<file path="config.mk">
export PLATFORM = sky130hd
export DESIGN_NAME = imem_loader_flat
export DESIGN_NICKNAME = d
export VERILOG_FILES = /design/src/rtl/imem_loader_if.sv /design/src/rtl/imem_loader.sv /design/src/flat_wrapper.sv
export SDC_FILE = /design/constraint.sdc
export NUM_CORES = 1
export LEC_CHECK = 0
export CORE_MARGIN = 1.5
export CORE_UTILIZATION = 55
export CTS_CLUSTER_SIZE = 25
export DETAILED_ROUTE_END_ITERATION = 16
export PLACE_DENSITY = 0.8
export REMOVE_ABC_BUFFERS = 1
export SYNTH_ARGS = -nofsm -noshare
export SYNTH_HDL_FRONTEND = slang
export SYNTH_SLANG_ARGS = --single-unit
</file>
<file path="constraint.sdc">
create_clock -name clk -period 3.5 [get_ports clk]
set_input_delay 0.525 -clock clk [delete_from_list [all_inputs] [get_ports clk]]
set_output_delay 0.525 -clock clk [all_outputs]
set_load 0.02 [all_outputs]
</file>
<file path="src/rtl/imem_loader_if.sv">
// Byte-stream input and IMEM write port of the program loader.
// master: the loader side; slave: host byte source / IMEM side.
interface imem_loader_if;
  logic        in_valid;
  logic [7:0]  in_data;
  logic        in_ready;
  logic        imem_write_en;
  logic [31:0] imem_addr;
  logic [31:0] imem_write_instr;

  modport master (
    input  in_valid, in_data,
    output in_ready, imem_write_en, imem_addr, imem_write_instr
  );
  modport slave (
    output in_valid, in_data,
    input  in_ready, imem_write_en, imem_addr, imem_write_instr
  );
endinterface

</file>
<file path="src/rtl/imem_loader.sv">
// Framed byte-stream program loader: packs little-endian bytes into words,
// writes them to IMEM, verifies an 8-bit checksum and gates the CPU reset.
module imem_loader #(
  parameter int          DEPTH     = 64,
  parameter logic [31:0] BASE_ADDR = 32'h0000_0000
) (
  input  logic            clk,
  input  logic            reset,
  input  logic            start,
  imem_loader_if.master   bus,
  output logic            cpu_hold,
  output logic            busy,
  output logic            done,
  output logic            error
);
  typedef enum logic [2:0] {
    S_IDLE, S_LEN_LO, S_LEN_HI, S_DATA, S_CHECK, S_DONE, S_ERR
  } state_t;

  state_t      state;
  logic [15:0] len;
  logic [15:0] word_idx;
  logic [1:0]  byte_idx;
  logic [7:0]  sum;
  logic [23:0] asm_q;     // first three bytes of the word being assembled
  logic        xfer;
  logic [15:0] len_next;

  assign xfer     = bus.in_valid && bus.in_ready;
  assign len_next = {bus.in_data, len[7:0]};

  always_ff @(posedge clk or negedge reset) begin
    if (!reset) begin
      state                <= S_IDLE;
      len                  <= '0;
      word_idx             <= '0;
      byte_idx             <= '0;
      sum                  <= '0;
      asm_q                <= '0;
      bus.in_ready         <= 1'b0;
      bus.imem_write_en    <= 1'b0;
      bus.imem_addr        <= BASE_ADDR;
      bus.imem_write_instr <= '0;
      cpu_hold             <= 1'b1;
      busy                 <= 1'b0;
      done                 <= 1'b0;
      error                <= 1'b0;
    end else begin
      bus.imem_write_en <= 1'b0;
      // The write cycle blocks the stream for one cycle; reopen afterwards.
      if (bus.imem_write_en) bus.in_ready <= 1'b1;

      case (state)
        S_IDLE, S_DONE, S_ERR: begin
          if (start) begin
            state        <= S_LEN_LO;
            done         <= 1'b0;
            error        <= 1'b0;
            busy         <= 1'b1;
            cpu_hold     <= 1'b1;
            word_idx     <= '0;
            byte_idx     <= '0;
            sum          <= '0;
            bus.in_ready <= 1'b1;
          end
        end
        S_LEN_LO: begin
          if (xfer) begin
            len[7:0] <= bus.in_data;
            state    <= S_LEN_HI;
          end
        end
        S_LEN_HI: begin
          if (xfer) begin
            len[15:8] <= bus.in_data;
            if (len_next == 16'd0 || len_next > 16'(DEPTH)) begin
              state        <= S_ERR;
              error        <= 1'b1;
              busy         <= 1'b0;
              bus.in_ready <= 1'b0;
            end else begin
              state <= S_DATA;
            end
          end
        end
        S_DATA: begin
          if (xfer) begin
            sum      <= sum + bus.in_data;
            byte_idx <= byte_idx + 2'd1;
            if (byte_idx == 2'd3) begin
              bus.imem_write_en    <= 1'b1;
              bus.imem_write_instr <= {bus.in_data, asm_q};
              bus.imem_addr        <= BASE_ADDR + {word_idx[13:0], 2'b00};
              bus.in_ready         <= 1'b0;
              word_idx             <= word_idx + 16'd1;
              if (word_idx + 16'd1 == len) state <= S_CHECK;
            end else begin
              asm_q <= {bus.in_data, asm_q[23:8]};
            end
          end
        end
        S_CHECK: begin
          if (xfer) begin
            bus.in_ready <= 1'b0;
            busy         <= 1'b0;
            if (bus.in_data == sum) begin
              state    <= S_DONE;
              done     <= 1'b1;
              cpu_hold <= 1'b0;
            end else begin
              state <= S_ERR;
              error <= 1'b1;
            end
          end
        end
        default: state <= S_IDLE;
      endcase
    end
  end
endmodule

</file>
<file path="src/flat_wrapper.sv">
// flat-port wrapper written by rule: the top's interface ports become plain ports
module imem_loader_flat 
#(
  parameter int          DEPTH     = 64,
  parameter logic [31:0] BASE_ADDR = 32'h0000_0000
)
  (clk, reset, start, cpu_hold, busy, done, error, bus_in_valid, bus_in_data, bus_in_ready, bus_imem_write_en, bus_imem_addr, bus_imem_write_instr);
  imem_loader_if bus_i ();
  input  logic clk;
  input  logic reset;
  input  logic start;
  output logic cpu_hold;
  output logic busy;
  output logic done;
  output logic error;
  input wire logic [$bits(bus_i.in_valid)-1:0] bus_in_valid;
  input wire logic [$bits(bus_i.in_data)-1:0] bus_in_data;
  output wire logic [$bits(bus_i.in_ready)-1:0] bus_in_ready;
  output wire logic [$bits(bus_i.imem_write_en)-1:0] bus_imem_write_en;
  output wire logic [$bits(bus_i.imem_addr)-1:0] bus_imem_addr;
  output wire logic [$bits(bus_i.imem_write_instr)-1:0] bus_imem_write_instr;
  assign bus_i.in_valid = bus_in_valid;
  assign bus_i.in_data = bus_in_data;
  assign bus_in_ready = bus_i.in_ready;
  assign bus_imem_write_en = bus_i.imem_write_en;
  assign bus_imem_addr = bus_i.imem_addr;
  assign bus_imem_write_instr = bus_i.imem_write_instr;
  imem_loader #(.DEPTH(DEPTH), .BASE_ADDR(BASE_ADDR)) u_core (.clk(clk), .reset(reset), .start(start), .bus(bus_i), .cpu_hold(cpu_hold), .busy(busy), .done(done), .error(error));
endmodule
</file>
# After elaboration in Yosys (flattened, before gate mapping)
# Index checks and enable logic that the tools add are counted.
[totals]
output_inout_bits = 70
in_bits = 12
elab_cells = 105
register_bits = 121
[op_classes]
muxes = 48
addsub = 3
n_eq_ne = 19
reduce_logical = 18
n_lt_le_gt_ge = 1
bitwise = 1
[op_table]
columns = ["op", "n"]
rows = [
  ["16-bit 2-to-1 mux", 3],
  ["16-bit one-hot mux with 2 select lines", 1],
  ["3-bit 2-to-1 mux", 8],
  ["1-bit 2-to-1 mux", 23],
  ["16-bit by 1-bit adder with 16-bit output, second input constant", 1],
  ["16-bit == test", 1],
  ["16-bit by 7-bit > comparator with 1-bit output, second input constant", 1],
  ["16-bit zero test", 1],
  ["8-bit 2-to-1 mux", 2],
  ["2-bit by 1-bit != test with 1-bit output, second input constant", 8],
  ["8-bit one-hot mux with 2 select lines", 1],
  ["3-bit one-hot mux with 5 select lines", 1],
  ["3-bit == test, second input constant", 3],
  ["3-bit AND reduction", 3],
  ["8-bit adder", 1],
  ["8-bit == test", 1],
  ["4-bit AND reduction", 2],
  ["7-bit AND reduction", 1],
  ["3-bit by 2-bit == test with 1-bit output, second input constant", 2],
  ["2-bit 2-to-1 mux", 3],
  ["1-bit one-hot mux with 3 select lines", 2],
  ["6-bit AND reduction", 1],
  ["5-bit AND reduction", 1],
  ["2-bit != test, second input constant", 2],
  ["14 further kinds", 17],
]

# Depth between registers and ports, before layout
[depth]
word_depth = 6
ltp_mapped = 10
depth_no_buf = 9

# Worst setup path after synthesis
# Ideal clock, no wire load.
[synth_path]
path_kind = "register to register"
start = "reg u_core.word_idx[0]"
end = "reg u_core.state[1]"
setup_ps = 103
arrival_ps = 2347
path_slack_ps = 1049
period_less_slack_ps = 2451
stages_incl_launch_ff = 9
cell_sequence = "dfrtp_1 > ha_1 > xor2_1 > a2111oi_0 > nand3_1 > a2111oi_0 > o2111ai_1 > and2_1 > o41ai_2"
[synth_via]
elab_chain_len = 4
[synth_lines]
columns = ["element", "line_no", "source"]
rows = [
  ["start: declaration", "imem_loader.sv:22", "logic [15:0] word_idx;"],
  ["start signal: assignment", "imem_loader.sv:95", "word_idx <= word_idx + 16'd1;"],
  ["16-bit by 1-bit adder with 16-bit output", "imem_loader.sv:96", "if (word_idx + 16'd1 == len) state <= S_CHECK;"],
  ["16-bit == test", "imem_loader.sv:96", ""],
  ["2-bit by 1-bit != test with 1-bit output (no line)", "n/a", ""],
  ["7-bit AND reduction (no line)", "n/a", ""],
  ["end signal: assignment", "imem_loader.sv:96", ""],
  ["end signal: assignment", "imem_loader.sv:107", "state <= S_DONE;"],
  ["end signal: assignment", "imem_loader.sv:111", "state <= S_ERR;"],
  ["end: declaration", "imem_loader.sv:20", "state_t state;"],
]
# No other way between the ends.
# A chain may end at the register's enable or synchronous reset.

# Final worst setup path
# Ends and elaborated chain as after synthesis.

==> flow_summary.ini <==
[grt]
grt_pass1_wl_um = 22500
grt_max_degree = 68
antenna_found_initial = 0
gr-total-overflow = 0
grtUsageMet1 = 0.3124
use_met3 = 0.06201
grt_pass1_vias = 4628
grt_use_met2 = 0.4149
track_usage = 0.2517
top_usage_layer = met2

[floorplan]
die_area_um2 = 11490
initial_core_util = 0.5733
coreArea_um2 = 10420
io_pins = 82
die_h_um = 107.2
rows = 37
die_x_um = 107.2

[timing]
setup_viol = 0
slew_headroom = 0.2632
hold_viol = 0
rsz0062_at_grt = false
min_period_ns = 3.219
fmax_mhz = 310.6
tightest_slew_ns = 1.105
report.final.slew_viol_count = 0
hold_ws_ns = 0.1011
post-route-period-util = 0.9198
clock_skew_ns = 0.01943

[yosys]
synth_seq_cells = 121
ys_warn_count = 0
synthArstFlopShare = 1.000
ys_types = 58
synth_edf_count = 0
syn_area_per_cell_um2 = 10.40
ys_seq_area_frac = 0.5072
synth_area_um2 = 5972
synth-main-ff-cell = dfrtp_1
netlist_instances = 574

[route]
wl_um = 13410
firstDrtPassIters = 5
drtIter0Drc = 392
routed_via_density = 5.848
final_antenna_net_count = 0
vias = 4579
wl_per_cell_um = 17.13
drc = 0

[critical_path]
r2r_slack_ns = 0.28
reg2regPathDepth = 8
arrival_ns = 3.63
start_kind = flop
crit_buf_inv = 0
cp_max_fo = 7
cp_slowest_cell = a2111oi_0
reg2reg_from = u_core.word_idx[0]$_DFFE_PN0P_
worstSetupPathType = reg -> reg
end_kind = flop
worstPathCellList = ha_1 > nand3_1 > nor2_1 > a21oi_1 > a2111oi_0 > o2111ai_1 > and2_1 > o41ai_2
path_delay_family = compound AO/OA/AOI/OAI gates
r2r_end = u_core.state[1]$_DFFE_PN0P_
crit_required_ns = 3.91
max_stage_delay_ns = 0.58

[power]
power.total_w = 0.005178
p_leak_nw = 3.306
p_sw_frac = 0.3311
vdd_drop_max_v = 0.0003538
p_comb_frac = 0.271
switchingPower_w = 0.001715
intPower_w = 0.003463
power.share.sequential = 0.401
p_clk_frac = 0.328
power_density_nw_per_um2 = 716.0

[final_layout]
diodes = 0
syn_to_final_growth_pct = 21.10
final_core_util = 0.6943
final_cells = 783
n_fill_cell = 740
drive_gt1_frac = 0.1793
final_net_count = 656

[cts]
cts_hold_buf = 0
clkLatencyLatePin_ns = 0.53
cts.clk_slew.worst_paths_ns = 0.06
postCtsSetupRepairBufs = 0
cts_tree = built
clockRootBuffer = clkbuf_8
post_cts_resized = 0
clockBufferDepth = 2
h-tree-depth = 4
cts-buffers-inserted = 17
cts_sinks = 121

[placement]
detailed_place_hpwl_um = 8808
portBuffers = 63
place_inst = 751
place.gp.congestion = 0.8716

[hold_path]
hold_class = in -> async

[run_status]
status = finished clean

[flow_run]
max-cap-violations = 0
==> per-stage QoR <==
step | setup TNS, ns | setup slack, ns | area [um2]
2_1_floorplan | -0.2195 | -0.07963 | 5771
3_3_place_gp | 0 | 0.4902 | 6654
3_5_place_dp | 0 | 0.3300 | 6654
4_1_cts | 0 | 0.3401 | 7232
5_1_grt | 0 | 0.1491 | 7232
6_report | 0 | 0.2806 | 7232
==> registers in the layout (all words and copies together), names as in the netlist <==
name and flops:
u_core.sum 8, u_core.state 3, u_core.error 1, u_core.bus.imem_write_instr 32, u_core.byte_idx 2, u_core.bus.imem_addr 14, u_core.bus.imem_write_en 1, u_core.bus.in_ready 1
u_core.len 16, u_core.busy 1, u_core.cpu_hold 1, u_core.asm_q 24, u_core.done 1, u_core.word_idx 16
==> cell families (layout without fill, tap and decap cells) <==
group,Yosys count,after routing,synth area share
AND/OR/NAND/NOR,198,198,0.1532
flip-flops,121,121,0.5072
AO/OA/AOI/OAI,99,99,0.1077
multiplexers,67,67,0.1257
buffers and inverters,54,110,0.04819
XOR/XNOR,24,24,0.03520
adder cells (fa/ha/maj),10,10,0.02221
other,1,18,0.0006279
==> routing by layer <==
| layer | vias to the layer above | share of wire |
|---|---|---|
| li1 | 2101 | - |
| met4 | 0 | 0.019 |
| met2 | 187 | 0.51 |
| met5 | - | 0 |
| met1 | 2263 | 0.41 |
| met3 | 28 | 0.055 |
==> power groups by stage <==
stage / registers, W / clock network (W) / logic [W]
after detailed placement: 0.00209 / 0 / 0.00138
after global routing: 0.00213 / 0.00180 / 0.00155
after global placement: 0.00207 / 0 / 0.00132
after CTS: 0.00207 / 0.00173 / 0.00141
after floorplan: 0.00204 / 0 / 0.000968
final: 0.00208 / 0.00170 / 0.00140
==> worst reg2reg max path, delay by kind of cell, from the launching register on <==
kind	cells	cell delay [ns]
AOI/OAI and AO/OA	4	1.34
adders and majority gates	1	0.36
and+or+nand+nor	3	0.91
DFF	1	0.51
==> layout make-up <==
class                           instances  area (um2)  area share
Clock buffer                           18       417.9     0.05779
Clock inverter                         14       160.2     0.02215
Inverter                                6       22.52    0.003114
Multi-Input combinational cell        416        2724      0.3766
Sequential cell                       121        3029      0.4189
Tap cell                              136       170.2     0.02353
Timing Repair Buffer                   72       708.2     0.09792
==> cells in the mapped netlist (6+ instances only) <==
| cell | instances | area share |
|---|---|---|
| xnor2_1 | 12 | 0.018 |
| nand3_1 | 10 | 0.0084 |
| xor2_1 | 12 | 0.018 |
| nor2b_1 | 8 | 0.0084 |
| o22ai_1 | 6 | 0.0063 |
| nand2_1 | 109 | 0.069 |
| o21ai_0 | 36 | 0.030 |
| clkbuf_1 | 20 | 0.013 |
| a21oi_1 | 13 | 0.011 |
| dfrtp_1 | 120 | 0.50 |
| ha_1 | 9 | 0.019 |
| mux2_2 | 64 | 0.12 |
| nor3_1 | 13 | 0.011 |
| nor2_1 | 26 | 0.016 |
| o31ai_1 | 9 | 0.011 |
| inv_1 | 6 | 0.0038 |
| buf_4 | 19 | 0.024 |
==> placed cells by master, fill, tap and decap left out, drive strengths merged, types with 4 or more instances in the layout <==
master	count
a21oi	13
a31oi	5
and2	4
buf	10
clkbuf	18
clkdlybuf4s50	62
clkinv	4
conb	18
dfrtp	120
ha	9
inv	13
mux2	64
nand2	109
nand2b	4
nand3	11
nand4	5
nor2	26
nor2b	8
nor3	13
nor3b	4
nor4	4
o21ai	37
o22ai	6
o31ai	9
o41ai	4
xnor2	12
xor2	12
==> worst max path at each step <==
stage / slack, ns / cells after the start / startpoint / to
3_5_place_dp: 0.33 / 9 / bus_in_data[1] / u_core.sum[7]$_DFFE_PN0P_
3_3_place_gp: 0.49 / 9 / bus_in_data[1] / u_core.sum[7]$_DFFE_PN0P_
6_report: 0.28 / 8 / u_core.word_idx[0]$_DFFE_PN0P_ / u_core.state[1]$_DFFE_PN0P_
5_1_grt: 0.15 / 8 / u_core.word_idx[0]$_DFFE_PN0P_ / u_core.state[1]$_DFFE_PN0P_
4_1_cts: 0.34 / 8 / u_core.word_idx[0]$_DFFE_PN0P_ / u_core.state[1]$_DFFE_PN0P_
2_1_floorplan: -0.08 / 7 / u_core.state[1]$_DFFE_PN0P_ / u_core.word_idx[12]$_DFFE_PN0P_
Power figures use the tool's default switching activity.
